==> src/rtl/alu_share_arb_if.sv <==
// Requester-side bus of the shared ALU sequencer: per-requester operation
// channel (valid/ready) plus per-requester response channel with shared data.
interface alu_share_arb_if #(
  parameter int NUM_REQ = 2
);
  logic [NUM_REQ-1:0]       req_valid_i;
  logic [NUM_REQ-1:0]       req_ready_o;
  logic [NUM_REQ-1:0][31:0] req_opr_a_i;
  logic [NUM_REQ-1:0][31:0] req_opr_b_i;
  logic [NUM_REQ-1:0][3:0]  req_op_i;
  logic [NUM_REQ-1:0]       rsp_valid_o;
  logic [NUM_REQ-1:0]       rsp_ready_i;
  logic [31:0]              rsp_data_o;

  // Requesters drive operations and consume responses.
  modport master (
    output req_valid_i, req_opr_a_i, req_opr_b_i, req_op_i, rsp_ready_i,
    input  req_ready_o, rsp_valid_o, rsp_data_o
  );

  // The arbiter accepts operations and produces responses.
  modport slave (
    input  req_valid_i, req_opr_a_i, req_opr_b_i, req_op_i, rsp_ready_i,
    output req_ready_o, rsp_valid_o, rsp_data_o
  );
endinterface

==> src/rtl/alu_share_arb.sv <==
// Round-robin arbiter/sequencer sharing one single-cycle ALU among NUM_REQ
// requesters. One transaction at a time: IDLE (accept) -> EXEC (ALU) -> RESP.
module alu_share_arb #(
  parameter int NUM_REQ = 2
) (
  input  logic        clk_i,
  input  logic        rst_ni,
  alu_share_arb_if.slave bus,
  output logic [31:0] alu_opr_a_o,
  output logic [31:0] alu_opr_b_o,
  output logic [3:0]  alu_op_sel_o,
  input  logic [31:0] alu_res_i,
  output logic        busy_o
);

  localparam int IDX_W = $clog2(NUM_REQ);

  typedef enum logic [1:0] {
    IDLE = 2'd0,
    EXEC = 2'd1,
    RESP = 2'd2
  } state_e;

  state_e             state_q, state_d;
  logic [IDX_W-1:0]   last_q, last_d;
  logic [IDX_W-1:0]   owner_q, owner_d;
  logic [31:0]        opa_q, opa_d;
  logic [31:0]        opb_q, opb_d;
  logic [3:0]         op_q, op_d;
  logic [31:0]        res_q, res_d;
  logic [NUM_REQ-1:0] rsp_valid_q, rsp_valid_d;
  logic               busy_q, busy_d;

  logic               found;
  logic [IDX_W-1:0]   winner;
  logic [IDX_W-1:0]   cand;
  logic [NUM_REQ-1:0] grant;

  // Round-robin pick: scan from the requester after the last winner, wrapping.
  always_comb begin
    found  = 1'b0;
    winner = '0;
    cand   = '0;
    for (int i = 1; i <= NUM_REQ; i++) begin
      cand = IDX_W'((int'(last_q) + i) % NUM_REQ);
      if (!found && bus.req_valid_i[cand]) begin
        found  = 1'b1;
        winner = cand;
      end
    end
  end

  // Ready is combinational to the winner, only in IDLE and never while in reset.
  generate
    for (genvar gi = 0; gi < NUM_REQ; gi++) begin : g_grant
      assign grant[gi] = rst_ni && (state_q == IDLE) && found &&
                         (winner == IDX_W'(gi));
    end
  endgenerate

  // Next-state and datapath register updates for the three-phase sequence.
  always_comb begin
    state_d     = state_q;
    last_d      = last_q;
    owner_d     = owner_q;
    opa_d       = opa_q;
    opb_d       = opb_q;
    op_d        = op_q;
    res_d       = res_q;
    rsp_valid_d = rsp_valid_q;
    case (state_q)
      IDLE: begin
        if (found) begin
          opa_d   = bus.req_opr_a_i[winner];
          opb_d   = bus.req_opr_b_i[winner];
          op_d    = bus.req_op_i[winner];
          owner_d = winner;
          last_d  = winner;
          state_d = EXEC;
        end
      end
      EXEC: begin
        res_d       = alu_res_i;
        rsp_valid_d = NUM_REQ'(1) << owner_q;
        state_d     = RESP;
      end
      RESP: begin
        // Only the owner's ready completes the response.
        if (bus.rsp_ready_i[owner_q]) begin
          rsp_valid_d = '0;
          state_d     = IDLE;
        end
      end
      default: begin
        rsp_valid_d = '0;
        state_d     = IDLE;
      end
    endcase
    busy_d = (state_d != IDLE);
  end

  // State and output registers; reset clears everything at once.
  always_ff @(posedge clk_i or negedge rst_ni) begin
    if (!rst_ni) begin
      state_q     <= IDLE;
      last_q      <= IDX_W'(NUM_REQ - 1);
      owner_q     <= '0;
      opa_q       <= '0;
      opb_q       <= '0;
      op_q        <= '0;
      res_q       <= '0;
      rsp_valid_q <= '0;
      busy_q      <= 1'b0;
    end else begin
      state_q     <= state_d;
      last_q      <= last_d;
      owner_q     <= owner_d;
      opa_q       <= opa_d;
      opb_q       <= opb_d;
      op_q        <= op_d;
      res_q       <= res_d;
      rsp_valid_q <= rsp_valid_d;
      busy_q      <= busy_d;
    end
  end

  // ALU inputs come only from the latched operands, never from requesters.
  assign alu_opr_a_o     = opa_q;
  assign alu_opr_b_o     = opb_q;
  assign alu_op_sel_o    = op_q;
  assign bus.req_ready_o = grant;
  assign bus.rsp_valid_o = rsp_valid_q;
  assign bus.rsp_data_o  = res_q;
  assign busy_o          = busy_q;

endmodule

==> src/flat_wrapper.sv <==
// flat-port wrapper written by rule: the top's interface ports become plain ports
module alu_share_arb_flat 
#(
  parameter int NUM_REQ = 2
)
  (clk_i, rst_ni, alu_opr_a_o, alu_opr_b_o, alu_op_sel_o, alu_res_i, busy_o, bus_req_valid_i, bus_req_opr_a_i, bus_req_opr_b_i, bus_req_op_i, bus_rsp_ready_i, bus_req_ready_o, bus_rsp_valid_o, bus_rsp_data_o);
  alu_share_arb_if #(.NUM_REQ(NUM_REQ)) bus_i ();
  input  logic clk_i;
  input  logic rst_ni;
  output logic [31:0] alu_opr_a_o;
  output logic [31:0] alu_opr_b_o;
  output logic [3:0] alu_op_sel_o;
  input  logic [31:0] alu_res_i;
  output logic busy_o;
  input wire logic [$bits(bus_i.req_valid_i)-1:0] bus_req_valid_i;
  input wire logic [$bits(bus_i.req_opr_a_i)-1:0] bus_req_opr_a_i;
  input wire logic [$bits(bus_i.req_opr_b_i)-1:0] bus_req_opr_b_i;
  input wire logic [$bits(bus_i.req_op_i)-1:0] bus_req_op_i;
  input wire logic [$bits(bus_i.rsp_ready_i)-1:0] bus_rsp_ready_i;
  output wire logic [$bits(bus_i.req_ready_o)-1:0] bus_req_ready_o;
  output wire logic [$bits(bus_i.rsp_valid_o)-1:0] bus_rsp_valid_o;
  output wire logic [$bits(bus_i.rsp_data_o)-1:0] bus_rsp_data_o;
  assign bus_i.req_valid_i = bus_req_valid_i;
  assign bus_i.req_opr_a_i = bus_req_opr_a_i;
  assign bus_i.req_opr_b_i = bus_req_opr_b_i;
  assign bus_i.req_op_i = bus_req_op_i;
  assign bus_i.rsp_ready_i = bus_rsp_ready_i;
  assign bus_req_ready_o = bus_i.req_ready_o;
  assign bus_rsp_valid_o = bus_i.rsp_valid_o;
  assign bus_rsp_data_o = bus_i.rsp_data_o;
  alu_share_arb #(.NUM_REQ(NUM_REQ)) u_core (.clk_i(clk_i), .rst_ni(rst_ni), .bus(bus_i), .alu_opr_a_o(alu_opr_a_o), .alu_opr_b_o(alu_opr_b_o), .alu_op_sel_o(alu_op_sel_o), .alu_res_i(alu_res_i), .busy_o(busy_o));
endmodule
==> config.mk <==
export PLATFORM = sky130hd
export DESIGN_NAME = alu_share_arb_flat
export DESIGN_NICKNAME = d
export VERILOG_FILES = /design/src/rtl/alu_share_arb_if.sv /design/src/rtl/alu_share_arb.sv /design/src/flat_wrapper.sv
export SDC_FILE = /design/constraint.sdc
export NUM_CORES = 1
export LEC_CHECK = 0
export ABC_AREA = 1
export CAP_MARGIN = 0
export CORE_UTILIZATION = 39
export DETAILED_ROUTE_END_ITERATION = 12
export PLACE_DENSITY = 0.81
export RECOVER_POWER = 100
export SYNTH_ARGS = -nofsm -noshare
export SYNTH_HDL_FRONTEND = slang
export SYNTH_SLANG_ARGS = --single-unit
==> constraint.sdc <==
create_clock -name clk_i -period 2.3 [get_ports clk_i]
set_clock_uncertainty 0.2 [all_clocks]
set_input_delay 0.69 -clock clk_i [delete_from_list [all_inputs] [get_ports clk_i]]
set_output_delay 0.69 -clock clk_i [all_outputs]
set_load 0.005 [all_outputs]
Yosys cells after proc, flatten, opt, wreduce, memory -nomap -nowiden:

Cells that the tools add are included.

* flip-flop bits (word level): 107
* input port bits: 174
* output and inout port bits: 105
* logic and storage cells: 52

* $add $sub $neg: 2
* order comparisons: 4
* eq/ne operators: 3
* shift operators: 1
* muxes and demuxes: 21
* bitwise gates (word level): 2
* reductions and logical operators: 10

Operator list (number)
* $mux W32: 4
* $pmux W2 S3: 2
* $mux W1: 10
* $lt A1 B2 Y1 const B: 4
* $mux W4: 2
* $mux W2: 3
* $logic_and A1 B1 Y1: 5
* $reduce_and A2 Y1: 2
* $add A1 B1 Y1 const B: 2
* $eq A2 B1 Y1 const B: 1
* $eq A2 B2 Y1 const B: 1
* $logic_not A2 Y1: 1
* $ne A2 B1 Y1 const B: 1
* $not A1 Y1: 2
* $reduce_bool A2 Y1: 1
* $shl A1 B1 Y2 const A: 1
* $logic_not A1 Y1: 1

Longest topological paths before layout:

* word-level depth: 10
* gate-level depth with buffers: 7
* depth with buffers taken out: 6

Worst setup path before layout:

No wires, ideal clock.

* kind: input-to-output
* start: input bus_req_valid_i[0]
* end: output bus_req_ready_o[1]
* arrival time: 1309 ps
* required time: 1410 ps
* slack: 101 ps
* stages on the path: 7
* buffers on the path: 2
* path through: nand2_1 nand2_1 buf_2 buf_4 inv_2 nand2_1 nor2_1

* longest elaborated chain between the ends: 8
* elaborated cells on any way between the ends: 12
* classes of those cells: mux: 8; reduce/logical: 4

Ends and longest elaborated chain
* from (decl): RTL line flat_wrapper.sv:15 `input wire logic [$bits(bus_i.req_valid_i)-1:0] bus_req_valid_i;`
* $mux W1 (not written as such) (2 in a row): RTL line alu_share_arb.sv:46 `if (!found && bus.req_valid_i[cand]) begin`
* $mux W1: RTL line alu_share_arb.sv:46
* $logic_not A1 Y1: RTL line alu_share_arb.sv:46
* $logic_and A1 B1 Y1: RTL line alu_share_arb.sv:46
* $mux W1: RTL line alu_share_arb.sv:46
* $logic_and A1 B1 Y1: RTL line alu_share_arb.sv:56 `assign grant[gi] = rst_ni && (state_q == IDLE) && found &&`
* $logic_and A1 B1 Y1 *: RTL line alu_share_arb.sv:56
* to (decl): RTL line flat_wrapper.sv:20 `output wire logic [$bits(bus_i.req_ready_o)-1:0] bus_req_ready_o;`

Mark *: on every way between the ends. The rest lies on a longest branch, timed or not. The select of a mux whose other input is x is not followed.

Final worst setup path:

* start: register u_core.last_q
* end: output bus_req_ready_o[0]

* longest elaborated chain between the ends: 9
* elaborated cells on any way between the ends: 15
* classes of those cells: add/sub: 2; mux: 8; bitwise: 1; reduce/logical: 4

Ends and longest elaborated chain
* from (decl): RTL line alu_share_arb.sv:25 `logic [IDX_W-1:0] last_q, last_d;`
* from (signal assigned): RTL line alu_share_arb.sv:106 `last_q <= IDX_W'(NUM_REQ - 1);`
* from (signal assigned): RTL line alu_share_arb.sv:116 `last_q <= last_d;`
* $add A1 B1 Y1: RTL line alu_share_arb.sv:45 `cand = IDX_W'((int'(last_q) + i) % NUM_REQ);`
* $mux W1 (not written as such) (2 in a row): RTL line alu_share_arb.sv:46
* $mux W1: RTL line alu_share_arb.sv:46
* $logic_not A1 Y1: RTL line alu_share_arb.sv:46
* $logic_and A1 B1 Y1: RTL line alu_share_arb.sv:46
* $mux W1: RTL line alu_share_arb.sv:46
* $logic_and A1 B1 Y1 / $not A1 Y1 (equally long branches): RTL line alu_share_arb.sv:56, alu_share_arb.sv:57
* $logic_and A1 B1 Y1 *: RTL line alu_share_arb.sv:56

Marked as above.

==> results.toml <==
[floorplanning]
core_area_mm2 = 0.0122
dieArea_mm2 = 0.0132
chipWidth_um = 115
num_io_pins = 279
start_util_pct = 40.7
fp.dieH_um = 115
num_rows = 40

[timing]
finalSetupViolations = 0
fin_tns_setup_ns = 0
min_period_ns = 2.24
timing.final.crit_share_pct = 97.2
rsz0062_at_grt = "false"
slew_violations = 0
slew_headroom_pct = 43.4
worst_slack_ns = 0.0646
worst_pin_slew_ns = 0.849
hold_viol = 0
clock.fmax_ghz = 0.447

[synthesis]
synthSimpleGateAreaFrac_pct = 30.0
syn_nets = 852
synth_ff_type = "dfrtp_1"
synth_area_leaders = "dfrtp_1 53%, nand2_1 24%, o21ai_1 6.9%"
yosys-top-cells-count = "316 x nand2_1, 106 x dfrtp_1, 71 x nor2_1"
synth_compound_area_share_pct = 6.95
synthMuxAreaShare_pct = 0
syn_area_per_cell_um2 = 7.33
synthCells = 678
netlist_area_mm2 = 0.00497
yosysSeqAreaShare_pct = 53.9
ys_warn_count = 0
synthArstFlopShare_pct = 100
yosysMostFrequentCell = "nand2_1"
synth_fa_ha_area_share_pct = 0
synth_top_family_by_area = "simple AND/OR/NAND/NOR gates"
synth_largest_area_cell = "dfrtp_1"
yosysTopAreaCellShare_pct = 53.3
synthDistinctLibCells = 16
ys_ff_latch = 107
yosys.area_share.xor_xnor_pct = 0
synth_edf_count = 0

[status]
status = "finished clean"

[worst_setup_path]
critPathMaxStageDelay_ns = 0.57
worstPathRequired_ns = 1.41
reg2reg_to = "u_core.alu_opr_a_o[8]"
crit_path_cell_trace = "nand2_2, nand2_4, inv_2, nor3_2, clkbuf_2"
crit_path_start_kind = "flop"
cp_max_fo = 2
critPathLaunch = "u_core.last_q"
end_kind = "output pin"
reg2regPathDepth = 7
critPathKind = "reg2out"
regToRegSetupSlack_ns = 0.18
timing.rr.start = "u_core.last_q"
slowest_stage = "dfstp_1"
arrival_ns = 1.35

[placed_design]
place.gp.congestion = 0.826
io_buffer_count = 278
hpwlAfterDp_um = 10500
dpl_worst_slack_ns = -0.645

[global_routing]
grt_pass1_wl_um = 23100
antenna_found_initial = 0
grt_max_degree = 75
grt_usage_pct = 22.7
grt_pass1_vias = 4630
gr-total-overflow = 0

[detailed_routing]
drc = 0
firstDrtPassIters = 4
wirelength_um = 14600
initialDrtViolationCount = 214
antenna_left = 0
vias = 5030
viasPerCell = 4.50
detail_route.wl_per_cell_um = 13.1

[cells_and_area]
layout-drive-gt1-share_pct = 4.21
fill_cells = 1043
areaGrowthSynthToFinish_pct = 63.6
nNetsFinal = 1119
n_antenna_cell = 0

[clock_network]
htreeDepth = 3
clock_sinks = 107
cts_root_buf = "clkbuf_16"
ctsHoldBuffers = 0
clock_latency_ns = 0.33
cts.path.max_buffers = 2
numCtsBuffers = 9
tritoncts = "built"
clk_pin_slew_ns = 0.07

[pwr]
power_density_mw_per_mm2 = 1090
p_leak_nw = 4.10
finalPower_mw = 8.91
vdd.ir_drop.worst_v = 0.000651

[job]
cap_violations = 0

[min_path]
min-delay-path-class = "in2async"
## kinds of logic after synthesis
family,Yosys count
AO/OA/AOI/OAI,69
buffers and inverters,110
flip-flops,107
AND/OR/NAND/NOR,392
## routing by layer
| layer | part of all wire, % | GRT usage, % |
|---|---|---|
| met5 | 0 | 0 |
| met4 | 3.7 | 11.4 |
| met3 | 8.3 | 6.85 |
| met2 | 50 | 39.6 |
| met1 | 38 | 25.1 |
## worst max-delay path by stage
stage / to / slack, ns
after detailed placement: bus_req_ready_o[1] / -0.65
after global placement: bus_req_ready_o[1] / -0.63
after CTS: bus_req_ready_o[1] / 0.005
after floorplan: bus_req_ready_o[1] / 0.10
after global routing: bus_req_ready_o[0] / 0.007
final: bus_req_ready_o[0] / 0.06
## worst max-delay path, delay by kind of cell (launching register included)
family | cells | cell delay (ns)
and+or+nand+nor | 3 | 0.27
buffers and inverters | 2 | 0.17
DFF | 1 | 0.57
## repair_timing
action	4_1_cts	5_1_grt
setup endpoints to repair	2	2
resized for setup	15	3
pin swaps	3	1
setup buffers	1	0
## placed cells by master, fill, tap and decap left out, drive strengths merged
cell,count
nor3,1
nand2,317
clkinv,4
dfrtp,106
o21ai,69
clkinvlp,1
dlygate4sd3,104
inv,76
buf,8
nand3,2
clkbuf,20
dfstp,1
nor2,72
clkdlybuf4s50,169
## layout make-up
type	count	area, um2	area share [%]
clock buffer	10	229	2.81
clock inverter	6	40.0	0.492
inverter	75	282	3.46
multi-input combinational	461	1850	22.7
sequential	107	2680	32.9
tap	168	210	2.58
timing repair buffer	291	2850	35.0
## flip-flops by register name, summed over array words and instances, names as in the netlist
name / count
u_core.alu_op_sel_o: 4
u_core.alu_opr_a_o: 32
u_core.alu_opr_b_o: 32
u_core.bus.rsp_data_o: 32
u_core.bus.rsp_valid_o: 2
u_core.busy_o: 1
u_core.last_q: 1
u_core.owner_q: 1
u_core.state_q: 2
## where the power goes
part	internal [mW]	total (mW)	switching (mW)
clock network	0.738	1.42	0.683
registers	2.84	3.29	0.448
logic	2.11	4.20	2.09
total	5.68	8.91	3.22
## per-stage QoR
stage	area (um2)	util, %	hold WS (ns)	std cells
2_1_floorplan	4970	-	0.194	678
3_3_place_gp	7880	64.6	0.257	1101
3_5_place_dp	7880	64.6	0.258	1101
4_1_cts	8160	66.8	0.230	1118
5_1_grt	8140	66.6	0.290	1118
6_report	8140	66.6	0.254	1118
Note: power is estimated with default switching activity, not from simulation.
==> patch, RTL diff (config.mk and constraints unchanged) <==
The 3 states of `state_e` get a one-hot encoding in 3 bits.
--- a/src/rtl/alu_share_arb.sv
+++ b/src/rtl/alu_share_arb.sv
@@ -15,10 +15,10 @@
 
   localparam int IDX_W = $clog2(NUM_REQ);
 
-  typedef enum logic [1:0] {
-    IDLE = 2'd0,
-    EXEC = 2'd1,
-    RESP = 2'd2
+  typedef enum logic [2:0] {
+    IDLE = 3'b001,
+    EXEC = 3'b010,
+    RESP = 3'b100
   } state_e;
 
   state_e             state_q, state_d;
Behaviour: same outputs for any inputs over 4 cycles, from zero or initial values and one cycle with rst_ni low; so few cycles prove little.
==> patch against the original RTL <==
- synthesized area down 1.1%
- total power is 0.66% lower
- routed wire length grew 1.9%
- worst setup slack got worse by 22 ps
- hold slack worse by 6.0 ps
- sequential cell count rose by 1
- combinational power is 2% lower
- via count rose by 0.42%
- design area is essentially flat
- critical endpoint unchanged
- largest power group unchanged
- highest routed layer unchanged
==> patch: results (changes against the original RTL) <==
[grt]
grt_pass1_vias=4908  ; +6.0%
grt_max_degree=72  ; -4.0%
grt_pass1_wl_mm=23.6  ; +2.3%
track_usage_pct=23.2  ; +0.50 points

[run_status]
outcome=finished clean

[synthesis]
synth_commonest_cells=nand2_1 (523), dfrtp_1 (106), buf_2 (22), clkbuf_1 (12), inv_1 (6)
ys_top_cells_by_area=dfrtp_1 (54%), nand2_1 (40%), buf_2 (2.2%)
synth_seq_area_share_pct=55.0  ; +1.1 points
synth_fp_nets=857  ; +0.59%
synth_area_per_cell_sq_um=7.20  ; -1.8%
yosysWarnings=0  ; unchanged
synth.distinct_cells=12  ; -4

[worst_setup_path]
cp_max_fo=3  ; +1
reg2reg_slack_ps=200  ; +20 ps
arrival_ps=1370  ; +20 ps

[timing]
fin_crit_ps=2260  ; +22.1 ps
worst_pin_slew_ps=867  ; +18.6 ps

[place]
placedCellCount=1108  ; +0.64%
post-place-ws_ps=-735  ; -89.2 ps
dpl.hpwl_mm=10.9  ; +4.0%
port_buffers=278  ; unchanged
place.gp.congestion=0.718  ; -13%

[detailed_routing]
vias=5051  ; +0.42%
first_pass_iters=4  ; unchanged
wirelength_mm=14.9  ; +1.9%
vias_per_cell=4.48  ; -0.38%
dr.first_iter.drc_count=196  ; -8.4%

[cells_and_area]
drive_above_1_share_pct=4.59  ; +0.38 points

[clocking]
worstSkewPairLatency_ps=330  ; about the same
cts-root-buf=clkbuf_16
htree_levels=3  ; unchanged
numCtsBuffers=9  ; unchanged
cts_buffer_depth=2  ; unchanged

[pwr]
p_leak_uw=0.00432  ; +5.4%
ir_drop_uv=479  ; -26%

==> patch: changes by cell type after synthesis, moves of 2 or more <==
cell | unedited run | this run
o21ai_1 | 69 | 0
nor2_1 | 71 | 5
nand3_1 | 2 | 0
nand2_1 | 316 | 523
inv_1 | 70 | 6
buf_2 | 30 | 22
clkbuf_1 | 1 | 12
buf_1 | 2 | 0
buf_4 | 2 | 0
==> patch: layout make-up <==
cell class / instances / area, sq um
multi-input combinational: 532 / 2020
clock inverter: 3 / 18.8
timing repair buffer: 294 / 2870
tap: 168 / 210
inverter: 9 / 33.8
clock buffer: 13 / 270
sequential: 108 / 2710
fill: 1049 / 4030
==> patch: through the flow <==
stage | hold WS [ps] | power (uW) | instance area (sq um) | TNS, ps
after floorplan | 194 | 5160 | 4920 | 0
after global placement | 253 | 7680 | 7850 | -17730
after detailed placement | 259 | 7820 | 7850 | -19170
after CTS | 261 | 9350 | 8160 | -16.9
after global routing | 275 | 9590 | 8130 | -134
final | 248 | 8850 | 8130 | 0
==> patch: final timing paths <==
path	cells after the start	startpoint	endpoint
max	5	u_core.state_q[0]$_DFF_PN1_	bus_req_ready_o[0]
min	2	rst_ni	u_core.alu_opr_a_o[29]$_DFFE_PN0P_
max reg2reg	7	u_core.state_q[2]$_DFF_PN0_	u_core.bus.rsp_data_o[7]$_DFFE_PN0N_
min reg2reg	2	u_core.bus.rsp_data_o[20]$_DFFE_PN0N_	u_core.bus.rsp_data_o[20]$_DFFE_PN0N_
max in group asynchronous	3	rst_ni	u_core.bus.rsp_data_o[18]$_DFFE_PN0N_
min in group clk_i	2	u_core.bus.rsp_data_o[20]$_DFFE_PN0N_	u_core.bus.rsp_data_o[20]$_DFFE_PN0N_
==> patch: routing by layer <==
layer  up-vias  global-route usage [%]  wire length, um
met1      2254                    25.8             5870
li1       2579                       -                -
met3        21                    7.31             1380
met5         -                       0                0
met4         0                    7.53              302
met2       197                    41.9             7360
==> patch: critical path: stages, from the launching register on <==
cell and delay [ps]:
dfstp_2 540, nand2_2 80, nor2_4 130, inv_2 50
nor3_2 90, buf_2 150
==> patch: timing repair <==
item	in CTS	in global routing
endpoints found under the setup margin	2	2
cloned	0	0
resized for setup	15	2
pin swaps	3	3
setup buffers	2	1
==> patch: logic make-up after synthesis <==
family / after synthesis / synth area share (%)
AOI/OAI and AO/OA: 1 / 0.102
buffers and inverters: 43 / 3.84
DFF: 108 / 55.0
and+or+nand+nor: 531 / 41.1
==> patch: report_power, final <==
part           internal [uW]  switching, uW  leakage, uW
clock                    825            650     0.000146
sequential              2830            429      0.00134
combinational           2040           2080      0.00283
